==> config.mk <==
export PLATFORM = sky130hd
export DESIGN_NAME = fp_add_normalizer
export DESIGN_NICKNAME = d
export VERILOG_FILES = /design/src/rtl/fp_add_normalizer_pkg.sv /design/src/rtl/fp_add_normalizer_rounder.sv /design/src/rtl/fp_add_normalizer.sv
export SDC_FILE = /design/constraint.sdc
export NUM_CORES = 1
export LEC_CHECK = 0
export ABC_CLOCK_PERIOD_IN_PS = 4200
export BUFFER_PORTS_ARGS = -buffer_cell sky130_fd_sc_hd__buf_4
export CAP_MARGIN = 20
export CORE_MARGIN = 8
export CORE_UTILIZATION = 25
export CTS_CLUSTER_DIAMETER = 100
export DETAILED_ROUTE_END_ITERATION = 8
export HOLD_SLACK_MARGIN = 0.1
export SKIP_LAST_GASP = 1
export SLEW_MARGIN = 20
export SYNTH_ARGS = -nofsm -noshare
export SYNTH_HDL_FRONTEND = slang
export SYNTH_HIERARCHICAL = 1
export SYNTH_SLANG_ARGS = --single-unit
export TNS_END_PERCENT = 1
==> constraint.sdc <==
create_clock -name clk -period 4.2 [get_ports clk]
set_clock_uncertainty 0.1 [all_clocks]
set_input_delay 0.63 -clock clk [delete_from_list [all_inputs] [get_ports clk]]
set_output_delay 0.63 -clock clk [all_outputs]
set_load 0.02 [all_outputs]
==> src/rtl/fp_add_normalizer_pkg.sv <==
// ============================================================================
//  Package     : fp_pkg
//  Description : Shared widths, limits and FSM state encoding for the
//                single-precision adder normalize/round stage.
//  Revision    : 1.0 - initial release
// ============================================================================
`default_nettype none

package fp_pkg;

  localparam int EXP_W    = 8;
  localparam int FRAC_W   = 23;
  // Raw mantissa layout: {C, H, frac[FRAC_W-1:0], G, R, S}
  localparam int RAW_W    = FRAC_W + 5;
  localparam int RES_W    = 1 + EXP_W + FRAC_W;
  // Internal exponent carries two spare bits so increments never wrap
  localparam int XEXP_W   = EXP_W + 2;
  localparam int EXP_BIAS = 127;
  localparam int EXP_MAX  = (1 << EXP_W) - 1;

  localparam logic [2:0] ST_IDLE  = 3'd0;
  localparam logic [2:0] ST_CHECK = 3'd1;
  localparam logic [2:0] ST_SHIFT = 3'd2;
  localparam logic [2:0] ST_ROUND = 3'd3;
  localparam logic [2:0] ST_DONE  = 3'd4;

endpackage

`default_nettype wire

==> src/rtl/fp_add_normalizer_rounder.sv <==
// ============================================================================
//  Module      : fp_rne_rounder
//  Description : Combinational round-to-nearest-even on {H,frac} using the
//                guard/round/sticky bits. Carry flags a mantissa overflow
//                out of the hidden bit.
//  Revision    : 1.0 - initial release
// ============================================================================
`default_nettype none

module fp_rne_rounder
  import fp_pkg::*;
(
  input  logic              i_h,
  input  logic [FRAC_W-1:0] i_frac,
  input  logic              i_g,
  input  logic              i_r,
  input  logic              i_s,
  output logic [FRAC_W:0]   o_mant,
  output logic              o_carry
);

  logic              w_inc;
  logic [FRAC_W+1:0] w_sum;

  // Round up when above halfway, or exactly halfway with an odd LSB
  assign w_inc   = i_g & (i_r | i_s | i_frac[0]);
  assign w_sum   = {1'b0, i_h, i_frac} + {{(FRAC_W+1){1'b0}}, w_inc};
  assign o_carry = w_sum[FRAC_W+1];
  assign o_mant  = w_sum[FRAC_W:0];

endmodule

`default_nettype wire

==> src/rtl/fp_add_normalizer.sv <==
// ============================================================================
//  Module      : fp_add_normalizer
//  Description : Multi-cycle normalize-and-round stage behind the FP adder's
//                align/add datapath. One-bit-per-cycle left-shift FSM, RNE
//                rounding, packed IEEE-754 result on a valid/ready handshake.
//  Revision    : 1.0 - initial release
// ============================================================================
`default_nettype none

module fp_add_normalizer
  import fp_pkg::*;
(
  input  logic             clk,
  input  logic             rst,
  input  logic             in_valid,
  output logic             in_ready,
  input  logic             in_sign,
  input  logic [EXP_W-1:0] in_exp,
  input  logic [RAW_W-1:0] in_mant,
  output logic             out_valid,
  input  logic             out_ready,
  output logic [RES_W-1:0] out_result,
  output logic             out_overflow,
  output logic             out_underflow
);

  localparam logic [XEXP_W-1:0] c_EXP_ONE = XEXP_W'(1);
  localparam logic [XEXP_W-1:0] c_EXP_SAT = XEXP_W'(EXP_MAX);

  logic [2:0]        r_state;
  logic              r_sign;
  logic [XEXP_W-1:0] r_exp;
  logic [RAW_W-1:0]  r_mant;
  logic [RES_W-1:0]  r_result;
  logic              r_ovf;
  logic              r_unf;

  logic              w_c;
  logic              w_h;
  logic              w_exp_is1;
  logic [RAW_W-1:0]  w_shl;
  logic [RAW_W-1:0]  w_shr;
  logic [XEXP_W-1:0] w_exp_dec;
  logic [FRAC_W:0]   w_rnd_mant;
  logic              w_rnd_carry;
  logic [XEXP_W-1:0] w_exp_rnd;
  logic [FRAC_W-1:0] w_frac_rnd;
  logic              w_h_rnd;
  logic              w_ovf;

  assign w_c       = r_mant[RAW_W-1];
  assign w_h       = r_mant[RAW_W-2];
  assign w_exp_is1 = (r_exp == c_EXP_ONE);

  // Left shift moves S->R->G->frac and clears S; right shift folds the
  // bit falling off the bottom into sticky so no information is lost.
  assign w_shl     = {r_mant[RAW_W-2:0], 1'b0};
  assign w_shr     = {1'b0, r_mant[RAW_W-1:2], r_mant[1] | r_mant[0]};
  assign w_exp_dec = r_exp - c_EXP_ONE;

  fp_rne_rounder u_rounder (
    .i_h     (r_mant[RAW_W-2]),
    .i_frac  (r_mant[RAW_W-3:3]),
    .i_g     (r_mant[2]),
    .i_r     (r_mant[1]),
    .i_s     (r_mant[0]),
    .o_mant  (w_rnd_mant),
    .o_carry (w_rnd_carry)
  );

  // A rounding carry renormalizes by one: mantissa becomes 1.000.., exp+1
  assign w_exp_rnd  = r_exp + {{(XEXP_W-1){1'b0}}, w_rnd_carry};
  assign w_frac_rnd = w_rnd_carry ? w_rnd_mant[FRAC_W:1] : w_rnd_mant[FRAC_W-1:0];
  assign w_h_rnd    = w_rnd_carry | w_rnd_mant[FRAC_W];
  assign w_ovf      = (w_exp_rnd >= c_EXP_SAT);

  // Control FSM plus datapath registers; result is latched on leaving ROUND
  always_ff @(posedge clk) begin
    if (rst) begin
      r_state  <= ST_IDLE;
      r_sign   <= 1'b0;
      r_exp    <= '0;
      r_mant   <= '0;
      r_result <= '0;
      r_ovf    <= 1'b0;
      r_unf    <= 1'b0;
    end else begin
      case (r_state)
        ST_IDLE: begin
          if (in_valid) begin
            r_sign  <= in_sign;
            r_exp   <= {2'b00, in_exp};
            r_mant  <= in_mant;
            r_state <= ST_CHECK;
          end
        end
        ST_CHECK: begin
          if (r_mant == '0) begin
            // Exact cancellation yields +0 regardless of raw sign
            r_result <= '0;
            r_ovf    <= 1'b0;
            r_unf    <= 1'b0;
            r_state  <= ST_DONE;
          end else if (w_c) begin
            r_mant  <= w_shr;
            r_exp   <= r_exp + c_EXP_ONE;
            r_state <= ST_ROUND;
          end else if (w_h || w_exp_is1) begin
            r_state <= ST_ROUND;
          end else begin
            r_state <= ST_SHIFT;
          end
        end
        ST_SHIFT: begin
          r_mant <= w_shl;
          r_exp  <= w_exp_dec;
          if (w_shl[RAW_W-2] || (w_exp_dec == c_EXP_ONE)) begin
            r_state <= ST_ROUND;
          end
        end
        ST_ROUND: begin
          if (w_ovf) begin
            r_result <= {r_sign, {EXP_W{1'b1}}, {FRAC_W{1'b0}}};
            r_ovf    <= 1'b1;
            r_unf    <= 1'b0;
          end else if (!w_h_rnd) begin
            // Still no hidden bit: denormal encoding with exponent field 0
            r_result <= {r_sign, {EXP_W{1'b0}}, w_frac_rnd};
            r_ovf    <= 1'b0;
            r_unf    <= 1'b1;
          end else begin
            r_result <= {r_sign, w_exp_rnd[EXP_W-1:0], w_frac_rnd};
            r_ovf    <= 1'b0;
            r_unf    <= 1'b0;
          end
          r_state <= ST_DONE;
        end
        ST_DONE: begin
          if (out_ready) begin
            r_state <= ST_IDLE;
          end
        end
        default: r_state <= ST_IDLE;
      endcase
    end
  end

  assign in_ready      = (r_state == ST_IDLE);
  assign out_valid     = (r_state == ST_DONE);
  assign out_result    = r_result;
  assign out_overflow  = r_ovf;
  assign out_underflow = r_unf;

endmodule

`default_nettype wire

==> results by group <==
Outcome
  • Status: complete, no violations

Clock tree
  • TritonCTS clock tree: done
  • CTS buffer count: 9
  • Clock tree buffer depth: 2
  • Root Driver: clkbuf_16
  • # H-tree levels: 3
  • Number of gates resized after cts: 0
  • Worst-path clk slew: approximately 60 ps
  • Post-CTS setup buffers: 0
  • Hold-fix buffer count after cts: 0
  • Skew-Pair Late Insertion Delay: 340 ps
  • # clock sinks: 76

Drt
  • Routed WL: 14.73 mm
  • Routed via count: about 4500
  • Mean number of vias per cell: between 5 and 6
  • Count of antenna-violating nets left after detailed routing: 0
  • Initial drt markers: 378
  • DRT Pass-1 Iters: 5
  • DRC errors left: 0
  • Detail-routed net length per standard cell: about 18 microns

Synthesis
  • Mapped cell area: approximately 4600 sq um
  • Count of synthesis-stage warnings from yosys: 6
  • Number of nets produced by synthesis: around 600
  • Synthesized instance count: between 500 and 600
  • Share of synthesized flip-flops with an asynchronous set or reset: 0
  • Proportion of synthesized chip area in sequential cells: 0.3306
  • Most used DFF post-synth: dfxtp_1
  • Number of register bits inferred by synthesis: between 70 and 80
  • Distinct cells, synth: 65
  • Post-synth EDFFs: 0
  • Mean instance size in the synthesized netlist: around 8.4 sq um

Layout
  • Diodes inserted: 0
  • Post-route standard cell area excluding fillers: 5668 sq um
  • Count of fill cells added during filler insertion: around 1900
  • Number of standard cells in the final layout excluding fillers: 833
  • End-of-flow core utilization: 0.3145
  • Total area of multi-input combinational cells: between 2000 and 3000 sq um
  • Area used by sequential logic in the layout: 1521 sq um
  • Synthesis-to-layout area growth: 23.16%
  • Proportion of layout cells with a drive suffix above 1: 0.1954
  • Post-layout nets: approximately 650

STA
  • Max-slew headroom: 0.5887
  • Hold WS: between 300 and 400 ps
  • Final-report hold violation count: 0
  • Achievable clock frequency: ~280 MHz
  • Min Clock Period, post-route: 3598 ps
  • Final max-slew violation count: 0
  • Final period utilization: 0.8566
  • Post-route worst setup slack: roughly 600 ps
  • Transition at the pin with the smallest max-transition slack: ~610 ps
  • Number of failing setup endpoints in the final timing report: 0
  • Fin Setup TNS: 0 ps
  • Unrepaired setup endpoints after global routing: no

Floorplan
  • Vertical extent of the die: roughly 150 microns
  • Placement Rows: just under 50
  • Starting Density: 0.2553
  • Overall die area: 23010 sq um
  • I/O pins: slightly below 80
  • X dimension of the die: about 150 microns
  • CORE AREA: ~18000 sq um

Place
  • Final GP Congestion: 0.8199
  • Total cell area at the placement stage: ~5300 sq um
  • Detailed Place HPWL: around 11 mm
  • Port-buffer cells: 76
  • Placed insts: 818
  • Worst slack at placement: approximately 600 ps

Setup path
  • Data required, critical path: about 4300 ps
  • Slowest stage delay, CP: around 470 ps
  • Critical Path Slowest Stage Cell: nor4_4
  • Cells along the critical path: and2_1, ha_1, nand4_2, nor4_4, and4_1, ha_1, nand3_2, or3_1, a21bo_1, a21oi_1, o22ai_1
  • Category of the critical setup timing path: reg2reg
  • Critical path arrival: ~3700 ps
  • Crit Path Max Fanout: 8
  • Startpoint Class: flip-flop
  • Depth of the worst register-to-register path: 11
  • Flop-to-flop setup slack: between 600 and 700 ps
  • Worst flop-to-flop path startpoint: r_mant[2]$_SDFFE_PP0P_
  • Cell repeated most along the worst path: ha_1
  • Critical path endpoint category: flip-flop
  • Critical R2R Capture: out_result[28]$_SDFFE_PP0P_

GRT
  • First-pass GRT wire length: between 20 and 25 mm
  • Number of global-route vias before repair: between 4000 and 5000
  • Total global-route track usage: 0.1282
  • Residual overflow from global routing: 0
  • Maximum number of pins on one net before global-route repair: 46
  • Antenna violations before repair: 0

Hold path
  • Hold path start: out_result[13]$_SDFFE_PP0P_
  • Endpoint of the worst hold path: out_result[13]$_SDFFE_PP0P_
  • Hold-critical path depth: 1
  • Classification of the worst-slack hold path: reg2reg

Pwr
  • VDD IR-drop max: ~240 uV
  • Power consumption: 2.662 mW
  • LEAKAGE: just under 2 nW
  • Power density over cell area: 469.7 nW/um^2

Run
  • Number of maximum-capacitance violations: 0
cells in the mapped netlist, types with 2 or more instances:
| master | count | area (sq um) |
|---|---|---|
| and4_1 | 5 | 43.79 |
| nor4_1 | 7 | 43.79 |
| nand2_1 | 30 | 112.6 |
| nor3b_2 | 2 | 25.02 |
| a221oi_1 | 5 | 43.79 |
| xnor2_1 | 21 | 183.9 |
| a31oi_1 | 3 | 18.77 |
| and2_1 | 2 | 12.51 |
| a211oi_1 | 21 | 157.7 |
| or2_2 | 2 | 12.51 |
| o2bb2ai_1 | 24 | 210.2 |
| nor3_1 | 10 | 50.05 |
| nor2b_1 | 2 | 12.51 |
| inv_1 | 11 | 41.29 |
| o21ai_0 | 22 | 110.1 |
| a21oi_1 | 49 | 245.2 |
| dfxtp_1 | 76 | 1521 |
| clkbuf_1 | 32 | 120.1 |
| or4_4 | 2 | 22.52 |
| nor2_1 | 41 | 153.9 |
| ha_1 | 7 | 87.58 |
| nand3_1 | 24 | 120.1 |
| or3_1 | 6 | 37.54 |
| and3_1 | 7 | 43.79 |
| mux2i_1 | 24 | 240.2 |
| o32ai_1 | 3 | 26.28 |
| a222oi_1 | 2 | 20.02 |
| buf_2 | 11 | 55.05 |
| o32a_1 | 2 | 20.02 |
| nand4_1 | 8 | 50.05 |
| a32o_1 | 3 | 30.03 |
| a22oi_1 | 31 | 232.7 |
| o22ai_1 | 6 | 37.54 |
| xor2_1 | 12 | 105.1 |
| o31ai_1 | 4 | 30.03 |
| nand2b_1 | 2 | 12.51 |
| o221ai_1 | 2 | 17.52 |
| buf_6 | 2 | 22.52 |
cell type report:
| type | instances | share of cell area |
|---|---|---|
| multi-input combinational | 417 | 0.5046 |
| sequential | 76 | 0.2684 |
| timing repair buffer | 85 | 0.1132 |
| tap | 229 | 0.05055 |
| clock buffer | 11 | 0.04283 |
| clock inverter | 4 | 0.01302 |
| inverter | 11 | 0.007285 |
layout by cell type, fill, tap and decap left out, types with 22 or more instances in the layout:
cell type,synthesis,final
buf_4,1,84
dfxtp_1,76,76
a21oi_1,49,48
nor2_1,41,40
a22oi_1,31,31
nand2_1,30,29
mux2i_1,24,24
nand3_1,24,24
o2bb2ai_1,24,24
o21ai_0,22,22
how the worst max path moves through the flow:
stage | startpoint | end | slack [ps]
5_1_grt | r_mant[2]$_SDFFE_PP0P_ | out_result[28]$_SDFFE_PP0P_ | 210
2_1_floorplan | r_mant[2]$_SDFFE_PP0P_ | out_result[13]$_SDFFE_PP0P_ | 1010
4_1_cts | r_mant[2]$_SDFFE_PP0P_ | out_result[28]$_SDFFE_PP0P_ | 570
3_5_place_dp | r_mant[2]$_SDFFE_PP0P_ | out_result[28]$_SDFFE_PP0P_ | 600
3_3_place_gp | r_mant[2]$_SDFFE_PP0P_ | out_result[29]$_SDFFE_PP0P_ | 680
6_report | r_mant[2]$_SDFFE_PP0P_ | out_result[28]$_SDFFE_PP0P_ | 600
routing by layer:
metal	GRT usage	routed length, microns	share of wire
met1	0.1791	7238	0.49
met2	0.1867	6294	0.43
met3	0.02643	900	0.061
met4	0.05390	299	0.020
met5	0	0	0
critical path: cells and delay by family, from the launching register on:
family	cells	cell delay, ps
AO/OA/AOI/OAI	3	840
flip-flops	1	440
adder cells (fa/ha/maj)	2	420
AND/OR/NAND/NOR	6	1670
power breakdown:
group | switching [mW] | total (mW) | leakage [nW] | internal [mW]
Combinational | 0.469 | 0.799 | 1.21 | 0.331
Sequential | 0.210 | 1.02 | 0.621 | 0.811
Clock | 0.309 | 0.842 | 0.156 | 0.534
registers in the layout, indices dropped and copies added, names as in the netlist:
signal and cells:
out_result 32, r_sign 1, r_exp 10, r_mant 28
r_state 3, out_overflow 1, out_underflow 1
kinds of logic (layout without fill, tap and decap cells):
group                    count (synthesis)  in the layout  share of synthesized area
flip-flops                              76             76                     0.3306
buffers and inverters                   57            111                    0.05356
multiplexers                            24             24                    0.05220
AND/OR/NAND/NOR                        162            162                     0.1928
AO/OA/AOI/OAI                          191            191                     0.2890
XOR/XNOR                                33             33                    0.06281
adder cells (fa/ha/maj)                  7              7                    0.01903
No activity file was read; power rests on OpenSTA's default activity.
